### src/rtl/bp_pkg.sv
// Shared types and parameter defaults for the gshare branch predictor.
package bp_pkg;
    typedef enum logic {INIT, RUN} bp_state_e;

    localparam int BP_INDEX_BITS = 4;
    localparam int BP_CTR_BITS   = 2;
    localparam int BP_HIST_BITS  = 4;
endpackage

### src/rtl/bp_sat_counter.sv
// Combinational saturating up/down counter step.
module bp_sat_counter #(
    parameter int CTR_BITS = 2
) (
    input  logic [CTR_BITS-1:0] cur_i,
    input  logic                taken_i,
    output logic [CTR_BITS-1:0] next_o
);
    localparam logic [CTR_BITS-1:0] CTR_MAX = '1;

    always_comb begin
        next_o = cur_i;
        if (taken_i && (cur_i != CTR_MAX))
            next_o = cur_i + 1'b1;
        else if (!taken_i && (cur_i != '0))
            next_o = cur_i - 1'b1;
    end
endmodule

### src/rtl/gshare_branch_predictor.sv
// Gshare predictor: PC xor global history indexes a table of saturating counters,
// initialised by a post-reset sweep before predictions are enabled.
module gshare_branch_predictor
    import bp_pkg::*;
#(
    parameter int INDEX_BITS = BP_INDEX_BITS,
    parameter int CTR_BITS   = BP_CTR_BITS,
    parameter int HIST_BITS  = BP_HIST_BITS,
    parameter int INIT_VALUE = 2**(CTR_BITS-1)
) (
    input  logic        clk,
    input  logic        reset,
    input  logic        branch_decode_sig,
    input  logic        branch_mem_sig,
    input  logic        actual_branch_decision,
    input  logic [31:0] pc_branch_addr,
    input  logic [31:0] offset,
    input  logic [31:0] update_branch_addr,
    output logic [31:0] out_branch_addr,
    output logic        prediction,
    output logic        ready
);
    localparam int DEPTH = 2**INDEX_BITS;
    localparam logic [INDEX_BITS-1:0] LAST_PTR = INDEX_BITS'(DEPTH-1);

    bp_state_e             state_q, state_d;
    logic [INDEX_BITS-1:0] ptr_q, ptr_d;
    logic [CTR_BITS-1:0]   table_q [DEPTH];
    logic [INDEX_BITS-1:0] ghr_ext;
    logic [INDEX_BITS-1:0] lookup_idx, upd_idx;
    logic [CTR_BITS-1:0]   ctr_next;
    logic                  upd_en;
    logic                  unused_upd_bits;

    assign unused_upd_bits = ^update_branch_addr[31:INDEX_BITS];

    assign ready      = (state_q == RUN);
    assign upd_en     = branch_mem_sig & ready;
    assign lookup_idx = pc_branch_addr[INDEX_BITS-1:0] ^ ghr_ext;
    assign upd_idx    = update_branch_addr[INDEX_BITS-1:0] ^ ghr_ext;

    // Async read: a same-cycle update to this entry is seen only next cycle.
    assign prediction      = table_q[lookup_idx][CTR_BITS-1] & branch_decode_sig & ready;
    assign out_branch_addr = pc_branch_addr + offset;

    generate
        if (HIST_BITS > 0) begin : g_ghr
            logic [HIST_BITS-1:0] ghr_q, ghr_d;
            logic [HIST_BITS:0]   ghr_shift;

            assign ghr_shift = {ghr_q, actual_branch_decision};
            assign ghr_ext   = INDEX_BITS'(ghr_q);

            always_comb begin
                ghr_d = ghr_q;
                if (upd_en)
                    ghr_d = ghr_shift[HIST_BITS-1:0];
            end

            always_ff @(posedge clk) begin
                if (reset) ghr_q <= '0;
                else       ghr_q <= ghr_d;
            end
        end else begin : g_no_ghr
            assign ghr_ext = '0;
        end
    endgenerate

    bp_sat_counter #(.CTR_BITS(CTR_BITS)) u_ctr (
        .cur_i   (table_q[upd_idx]),
        .taken_i (actual_branch_decision),
        .next_o  (ctr_next)
    );

    always_comb begin
        state_d = state_q;
        ptr_d   = ptr_q;
        case (state_q)
            INIT: begin
                ptr_d = ptr_q + 1'b1;
                if (ptr_q == LAST_PTR)
                    state_d = RUN;
            end
            RUN:     state_d = RUN;
            default: state_d = INIT;
        endcase
    end

    always_ff @(posedge clk) begin
        if (reset) begin
            state_q <= INIT;
            ptr_q   <= '0;
        end else begin
            state_q <= state_d;
            ptr_q   <= ptr_d;
        end
    end

    // No reset on the table: its contents come only from the sweep.
    always_ff @(posedge clk) begin
        if (state_q == INIT)
            table_q[ptr_q] <= CTR_BITS'(INIT_VALUE);
        else if (upd_en)
            table_q[upd_idx] <= ctr_next;
    end
endmodule

### config.mk
export PLATFORM = sky130hd
export DESIGN_NAME = gshare_branch_predictor
export DESIGN_NICKNAME = d
export VERILOG_FILES = /design/src/rtl/bp_pkg.sv /design/src/rtl/bp_sat_counter.sv /design/src/rtl/gshare_branch_predictor.sv
export SDC_FILE = /design/constraint.sdc
export NUM_CORES = 1
export LEC_CHECK = 0
export ABC_AREA = 1
export CORE_UTILIZATION = 43
export DETAILED_ROUTE_END_ITERATION = 10
export PLACE_DENSITY_LB_ADDON = 0.15
export SLEW_MARGIN = 20
export SYNTH_ARGS = -nofsm -noshare
export SYNTH_HDL_FRONTEND = slang
export SYNTH_SLANG_ARGS = --single-unit
### constraint.sdc
create_clock -name clk -period 2.4 [get_ports clk]
set_input_delay 0.24 -clock clk [delete_from_list [all_inputs] [get_ports clk]]
set_output_delay 0.24 -clock clk [all_outputs]
set_load 0.01 [all_outputs]
==> results.txt, run 1 <==
The run finished with clean final reports. The root buffer cell chosen for the clock tree is sky130_fd_sc_hd__clkbuf_8. Counting flops with an async set or reset pin after synthesis yields a share of 0. The internal portion of the total power is approximately 1.7 mW. The share of total power dissipated in the clock network is 0.171.

met2 is the most crowded layer. The count of state elements after synthesis came out at 41. The net count of the mapped netlist came out at 739. The total inserted antenna cells came out at 0. Clock-pin slew was measured on the worst setup and hold paths at roughly 80 ps. The worst-skew pair later-pin latency came out at ~300 ps. The period utilization is 0.996. The data arrival time of the critical path is about 2200 ps.

The post-cts hold buffer count is 0. For this run, design rule violations remaining after detail routing come to 0. The category of the most critical setup path is in -> out. The share of Yosys cell area claimed by the top area cell type is 0.236.

The share of post-route cells with drive strength above 1 is 0.320. In this run the worst hold path is classified as reg -> reg. The maximum VDD drop is around 0.46 mV. The overall routing resource usage is 0.290.

The leakage power summed over all cells came out at ~3.1 nW. The via count of the first global-routing pass is 5,016. The worst setup path is captured at an output pin. The met2 usage in global routing is 0.548. The die is 99.3 um tall. The minimum hold slack came out at about 530 ps. The post-synthesis cell area is roughly 0.0041 mm^2.

The count of TritonRoute iterations in the first routing pass came out at 5. The part of the power in combinational logic came out at 0.534. The warning count from the yosys run is 0. The clock period minus worst slack is ~2400 ps. Summing all non-filler instances in the final layout gives an area of 0.00678 mm^2. The number of failing setup endpoints in the final timing report came out at 0.

The total overflow left after global routing is 0. The worst setup skew after layout came out at just over 8 ps. A synthesized cell averages 6.75 um^2. Ranked by total cell area, the synthesized netlist is headed by sky130_fd_sc_hd__edfxtp_1 (24%), sky130_fd_sc_hd__nand2_1 (16%), sky130_fd_sc_hd__ha_1 (10%). The proportion of synthesized chip area in sequential cells is 0.281.

The worst setup margin came out at approximately 10 ps. The area growth from synthesis to layout is 66.7%. The final route contains roughly 5,000 vias. The count of final max-slew check failures is 0.

For this run, global-route usage on met1 was measured as 0.306. The number of rows created at floorplan came out at 35. During I/O placement, the number of pins put on the boundary was 135.

The first-pass GRT wire length is around 23,000 um. During placement, the flow inserted port buffers numbering 106. The global-route met3 utilization came out at 0.0323. The number of maximum-capacitance violations came out at 0. Of the total power, the share spent switching nets is 0.367. Of the total power, registers draw 0.295. Setup repair after global routing could not meet its margin everywhere. Summed over all nets, the half-perimeter wirelength after detailed placement is ~11,000 um.

The area of the core is ~0.0092 mm^2. The pre-CTS setup slack came out at -795 ps. In the final design database the tool counted between 900 and 1,000 nets.

The area enclosed by the die boundary came out at roughly 0.0099 mm^2. The data required time of the critical path is approximately 2200 ps. Routability-driven placement finished with a final weighted congestion of 0.946. The power density normalized to cell area came out at around 390 mW/mm^2. The utilization of the core after routing is 0.737. The total wirelength of the detailed-routed design is around 15,000 um.

For this configuration, the core starts out at a cell density of 0.442. The detailed-route vias per instance is 5.47. In this run, CTS created clock tree buffers numbering 5. The most used flip-flop cell after synthesis is sky130_fd_sc_hd__edfxtp_1. Of all nets on the critical path, the largest fanout is 4. CTS saw slightly above 40 sinks.

The number of levels in the clock H-tree came out at 2. The largest buffer count on any clock path is 2. After technology mapping, the gate count stands at 603. The routed wire length per instance came out at 16.1 um. The upper clock frequency limit came out at roughly 420 MHz. The TritonCTS clock tree is built. The maximum number of pins on one net before global-route repair came out at 17. Summing all placed instances gives a cell area of between 0.006 and 0.007 mm^2.

The die width came out at 99.3 um. Summed over all instances, the cell type with the most area after synthesis is sky130_fd_sc_hd__edfxtp_1. In this run the tightest slew margin relative to its limit is 0.773. The number of unique standard cell types used by synthesis came out at 37. The count of antenna-violating nets left after detailed routing is 0. The number of DRC violations after detailed-routing iteration 0 came out at just under 200. Power comes to 2.62 mW.

The power dissipated by switching net loads is a little under 1 mW. Yosys mapped a number of flops with a built-in enable equal to 32. The worst setup path is launched from an input port. The number of antenna violations at the first check in global routing came out at 0. The pin slew with the least headroom to its limit came out at 339 ps. The final hold violation count was 0.
-- area by class of cell --
| cell class | instances | area (um^2) |
|---|---|---|
| Sequential cell | 41 | 1150 |
| Tap cell | 111 | 139 |
| Multi-Input combinational cell | 502 | 3350 |
| Inverter | 57 | 214 |
| Clock buffer | 5 | 68.8 |
| Clock inverter | 3 | 21.3 |
| Fill cell | 694 | 2420 |
| Timing Repair Buffer | 211 | 1840 |
-- cell usage after synthesis (2+ instances only) --
cell	number
sky130_fd_sc_hd__xor2_1	16
sky130_fd_sc_hd__nand4_1	5
sky130_fd_sc_hd__nand2_2	3
sky130_fd_sc_hd__dfxtp_1	9
sky130_fd_sc_hd__o21a_1	2
sky130_fd_sc_hd__nor2_1	68
sky130_fd_sc_hd__a21oi_1	43
sky130_fd_sc_hd__o21ai_1	16
sky130_fd_sc_hd__nand2_4	2
sky130_fd_sc_hd__nor4_1	2
sky130_fd_sc_hd__inv_2	10
sky130_fd_sc_hd__a211oi_1	3
sky130_fd_sc_hd__xnor2_2	2
sky130_fd_sc_hd__o21bai_1	2
sky130_fd_sc_hd__a31oi_1	2
sky130_fd_sc_hd__nand3b_1	4
sky130_fd_sc_hd__nor3_1	10
sky130_fd_sc_hd__o21ai_0	8
sky130_fd_sc_hd__nand3_1	80
sky130_fd_sc_hd__ha_1	34
sky130_fd_sc_hd__nand3_2	2
sky130_fd_sc_hd__xnor2_1	7
sky130_fd_sc_hd__inv_1	47
sky130_fd_sc_hd__a21o_1	4
sky130_fd_sc_hd__nand2_1	178
sky130_fd_sc_hd__buf_2	2
sky130_fd_sc_hd__edfxtp_1	32
-- per-layer routing --
layer / wire length (um) / share of wire
met2: 7720 / 0.51
met5: 0 / 0
met3: 802 / 0.053
met4: 771 / 0.051
met1: 5720 / 0.38
-- cell families (layout without fill, tap and decap cells) --
| kind of cell | after synthesis | after routing | synth area share |
|---|---|---|---|
| AO/OA/AOI/OAI | 81 | 81 | 0.108 |
| XOR/XNOR | 26 | 26 | 0.0643 |
| adder cells (fa/ha/maj) | 35 | 35 | 0.110 |
| buffers and inverters | 61 | 276 | 0.0588 |
| flip-flops | 41 | 41 | 0.281 |
| AND/OR/NAND/NOR | 359 | 360 | 0.379 |
-- layout by cell type (no fill, tap or decap), types with 3 or more instances in the layout --
master,count
sky130_fd_sc_hd__o21ai_1,13
sky130_fd_sc_hd__ha_4,24
sky130_fd_sc_hd__nor2_2,12
sky130_fd_sc_hd__nand3_1,75
sky130_fd_sc_hd__xor2_1,15
sky130_fd_sc_hd__nand3b_1,4
sky130_fd_sc_hd__a211oi_1,3
sky130_fd_sc_hd__a21oi_2,24
sky130_fd_sc_hd__clkdlybuf4s50_1,48
sky130_fd_sc_hd__nand2_4,4
sky130_fd_sc_hd__nand4_1,5
sky130_fd_sc_hd__edfxtp_1,32
sky130_fd_sc_hd__a21oi_1,17
sky130_fd_sc_hd__clkbuf_2,10
sky130_fd_sc_hd__dlymetal6s2s_1,19
sky130_fd_sc_hd__nand2_1,160
sky130_fd_sc_hd__clkbuf_8,5
sky130_fd_sc_hd__dfxtp_1,7
sky130_fd_sc_hd__nor3_1,4
sky130_fd_sc_hd__nor2_1,53
sky130_fd_sc_hd__nor2_4,3
sky130_fd_sc_hd__nand2_2,19
sky130_fd_sc_hd__xnor2_1,7
sky130_fd_sc_hd__buf_4,102
sky130_fd_sc_hd__nor3_2,6
sky130_fd_sc_hd__a21o_1,4
sky130_fd_sc_hd__nand3_2,7
sky130_fd_sc_hd__o21ai_2,10
sky130_fd_sc_hd__clkdlybuf4s15_2,3
sky130_fd_sc_hd__ha_1,9
sky130_fd_sc_hd__inv_1,46
sky130_fd_sc_hd__dlygate4sd2_1,23
sky130_fd_sc_hd__inv_2,11
-- power by group through the flow --
stage / clock network, mW / registers [mW] / logic [mW]
2_1_floorplan: 0 / 0.789 / 0.576
3_3_place_gp: 0 / 0.792 / 1.23
3_5_place_dp: 0 / 0.792 / 1.25
4_1_cts: 0.460 / 0.776 / 1.31
5_1_grt: 0.481 / 0.775 / 1.50
6_report: 0.449 / 0.774 / 1.40
-- state kept, by name, summed over array words and instances (netlist names) --
name	flops
table_q	32
g_ghr.ghr_q	4
ptr_q	4
ready	1
-- repair_timing --
action                                  4_1_cts  5_1_grt
setup buffers                                 1        4
cloned                                        0        1
endpoints found under the setup margin       46       56
pin swaps                                     9       26
resized for setup                           126       95
-- critical path, cell delays in order --
cell,delay [ps]
sky130_fd_sc_hd__clkdlybuf4s50_1,500
sky130_fd_sc_hd__ha_4,230
sky130_fd_sc_hd__a21o_1,200
sky130_fd_sc_hd__nand2_1,70
sky130_fd_sc_hd__nand2_1,90
sky130_fd_sc_hd__a21oi_2,150
sky130_fd_sc_hd__nand2_2,100
sky130_fd_sc_hd__nand2_1,100
sky130_fd_sc_hd__nand2_1,60
sky130_fd_sc_hd__nand2_1,50
sky130_fd_sc_hd__nand2_1,60
sky130_fd_sc_hd__dlygate4sd2_1,290
-- final timing paths --
check                                                  from                       end  slack (ps)  cells after the start
worst max-delay path                      pc_branch_addr[6]       out_branch_addr[21]          10                     12
worst min-delay path                  ptr_q[1]$_SDFFE_PP0N_     ptr_q[1]$_SDFFE_PP0N_         530                      2
worst max register to register  g_ghr.ghr_q[1]$_SDFFE_PP0P_  table_q[12][0]$_DFFE_PP_         140                     13
worst min register to register        ptr_q[1]$_SDFFE_PP0N_     ptr_q[1]$_SDFFE_PP0N_         530                      2
-- metrics by stage --
stage	TNS (ps)	cells
6_report	0	930
5_1_grt	-343	930
4_1_cts	-29.7	925
3_5_place_dp	-29380	916
3_3_place_gp	-25590	916
2_1_floorplan	0	603
(Power assumes the default switching activity.)
==> run 2: changes to the inputs <==
- MAX_ROUTING_LAYER: default -> met4
==> run 2 against run 1 <==
The run now ends with negative setup slack left; cell area fell by 0.26%; clock power rose by 1%; clock skew rose by 1.3 ps; die area did not move; global-route usage rose by 0.52 points; utilization fell by 0.19 points; wire length rose by 0.69%; worst hold slack improved by 4.7 ps; critical path depth fell by 2; via count rose by 0.83%; sequential power barely moved; non-clock buffer count rose by 5.
==> results.txt, run 2 (synthesized netlist as in run 1, its figures left out) <==
The leakage power summed over all cells came out at roughly 3.0 nW. The number of sinks driven by the clock tree is between 40 and 50. The register with the most flip-flops in the layout has 32 of them. The residual overflow from global routing came out at 0.

The final layout contains 959 nets. The library cell used most frequently in the layout, excluding fill and tap cells, is sky130_fd_sc_hd__nand2_1. The worst setup path is of the in -> out kind.

The critical path's largest stage delay came out at 460 ps. The later pin in the worst-skew pair is clocked with a latency of approximately 300 ps. Setup repair after global routing could not meet its margin everywhere.

The number of primary I/O pins came out at 135. The TritonCTS clock tree is built. The final hold violation count came out at 0. The worst register-to-register path begins at g_ghr.ghr_q[1]$_SDFFE_PP0P_. The critical path goes through clkdlybuf4s50_1 > ha_4 > nand2_1 > nor2_2 > inv_2 > nor2_2 > nand4_1 > nand3_1 > xor2_1 > clkbuf_2. The hold path startpoint is ptr_q[0]$_SDFFE_PP0N_. Data on the critical path is required at its endpoint by about 2200 ps. The register with the most flip-flops in the final layout is table_q. The pin slew with the least headroom to its limit is ~400 ps. The number of stages on the worst hold path came out at 2. The final reports fail on negative setup slack. The post-cts hold buffer count is 0. The clock buffer count from CTS is 5. The initial utilization of the core area, before any placement, comes to 0.442. The die width is 99.3 um.

The critical path endpoint category is an output pin. The flow ran to the end, but the final reports show violations. Entering global routing, the biggest net connects 17 pins.

The number of antenna violations at the first check in global routing is 0. For flop-to-flop paths, the worst setup slack is roughly 100 ps. Across every metal layer, demand over resource in global routing totals 0.295. The number of maximum-capacitance violations is 0. The worst hold path belongs to the class reg -> reg.

For the worst flop-to-flop path, the logic depth is 13. The tree is rooted in a sky130_fd_sc_hd__clkbuf_8. For this block, the routed nets add up to around 15,000 um of wire.

Of the cells placed in the final design, the portion with a size suffix greater than 1 is 0.335. Among all stages on the critical path, the largest delay is contributed by sky130_fd_sc_hd__clkdlybuf4s50_1. The placed wire-length estimate is about 11,000 um.

The power density normalized to cell area came out at around 390 mW/mm^2. The data arrival time of the critical path is between 2000 and 2500 ps. The maximum VDD drop came out at 0.475 mV. The quantity of I/O buffers inserted on ports is approximately 110. After detailed routing, the number of remaining DRC violations is 0. The total area of sequential cells is roughly 0.0011 mm^2. The number of DRC violations after detailed-routing iteration 0 is about 200. The number of failing setup endpoints in the final timing report is 1. The worst setup margin came out at -18.6 ps. The largest registers in the layout are table_q (32), g_ghr.ghr_q (4), ptr_q (4). In the final routed layout, each cell accounts on average for ~16 um. For this run, the number of standard cells in the final layout without fillers is 935.

The total power consumption of the routed design came out at around 2.6 mW. The worst slew margin relative to its limit came out at 0.733. Timing would allow up to 413 MHz. The core region is 0.00920 mm^2. The first global-routing pass estimated 22,300 um of wire. STA classifies the critical path startpoint as an input port. The endpoint of the worst-slack reg-to-reg timing path is table_q[0][0]$_DFFE_PP_.

The number of levels in the clock H-tree is 2. The path with the worst hold slack has its endpoint at ptr_q[0]$_SDFFE_PP0N_. The count of TritonRoute iterations in the first routing pass is 7.

The via count of the first global-routing pass is between 4,000 and 5,000. The area of the multi-input gates is about 0.0034 mm^2. Using the TritonRoute via totals, the vias-per-cell ratio works out to 5.49. The area enclosed by the die boundary came out at roughly 0.0099 mm^2.

The cell total after placement came out at roughly 920. From bottom edge to top edge, the die measures approximately 100 um. Dividing the final minimum period by the clock period gives 1.01.

The clock period minus worst slack is between 2000 and 2500 ps. The count of antenna-violating nets left after detailed routing came out at 0. The total inserted antenna cells came out at 0. By instance count, the cell type seen most on the critical path is sky130_fd_sc_hd__nor2_2. In the layout the commonest cells are sky130_fd_sc_hd__nand2_1 (157), sky130_fd_sc_hd__buf_4 (105), sky130_fd_sc_hd__nand3_1 (72).

The final estimated routing congestion in global placement is around 0.96. The largest fanout on the critical path came out at 4. The area growth from synthesis to layout came out at 66.3%. The fill cell instance count of the final layout came out at approximately 700.

The clock-pin slew of the registers on the worst-case setup and hold paths came out at roughly 70 ps. The count of final max-slew check failures is 0. The number of rows created at floorplan is 35.

The vias after detailed routing is just over 5,000. No sink is reached through more buffers than the 2 on the longest clock path. The worst setup skew after layout came out at between 9 and 10 ps.
[run 2: critical path, delay by kind of cell]
kind | cells | cell delay, ps
adder cells (fa/ha/maj) | 1 | 320
XOR/XNOR | 1 | 170
buffers and inverters | 3 | 690
AND/OR/NAND/NOR | 5 | 760
[run 2: cell type report]
cell class / instances / area share
clock buffer: 5 / 0.0102
clock inverter: 3 / 0.00315
inverter: 57 / 0.0316
multi-input combinational: 502 / 0.496
sequential: 41 / 0.170
tap: 111 / 0.0205
timing repair buffer: 216 / 0.269
[run 2: how the worst max path moves through the flow]
stage / from / to / depth (start not counted)
6_report: pc_branch_addr[17] / out_branch_addr[20] / 10
5_1_grt: offset[7] / out_branch_addr[12] / 9
4_1_cts: pc_branch_addr[0] / out_branch_addr[10] / 12
3_5_place_dp: update_branch_addr[1] / table_q[12][0]$_DFFE_PP_ / 11
3_3_place_gp: pc_branch_addr[0] / out_branch_addr[10] / 11
2_1_floorplan: g_ghr.ghr_q[0]$_SDFFE_PP0P_ / table_q[0][0]$_DFFE_PP_ / 14
[run 2: power breakdown]
part / switching (mW) / total, mW / internal, mW
Clock: 0.249 / 0.455 / 0.206
Combinational: 0.719 / 1.41 / 0.694
Sequential: 0.00773 / 0.774 / 0.766
Total: 0.975 / 2.64 / 1.67
[run 2: metal layers]
| metal | track usage | up-vias | wire length [um] |
|---|---|---|---|
| met5 | - | - | 0 |
| met4 | 0.115 | 0 | 597 |
| met3 | 0.0295 | 58 | 900 |
| met2 | 0.551 | 230 | 7710 |
| met1 | 0.321 | 2371 | 5900 |
| li1 | - | 2471 | - |
[run 2: repair_timing]
action | 4_1_cts | 5_1_grt
pin swaps | 14 | 18
buffers inserted | 6 | 3
gates resized for setup | 129 | 94
cloned | 0 | 1
endpoints found under the setup margin | 46 | 57
[run 2: stage by stage]
step                      instance area, um^2  hold slack [ps]  TNS [ps]  worst slack (ps)   util
after floorplan                          4070              416         0              81.7      -
after global placement                   6030              507    -26830              -749  0.655
after detailed placement                 6030              512    -29030              -770  0.655
after CTS                                6590              538     -27.6             -27.6  0.716
after global routing                     6760              580      -722             -85.8  0.735
final                                    6760              539     -18.6             -18.6  0.735
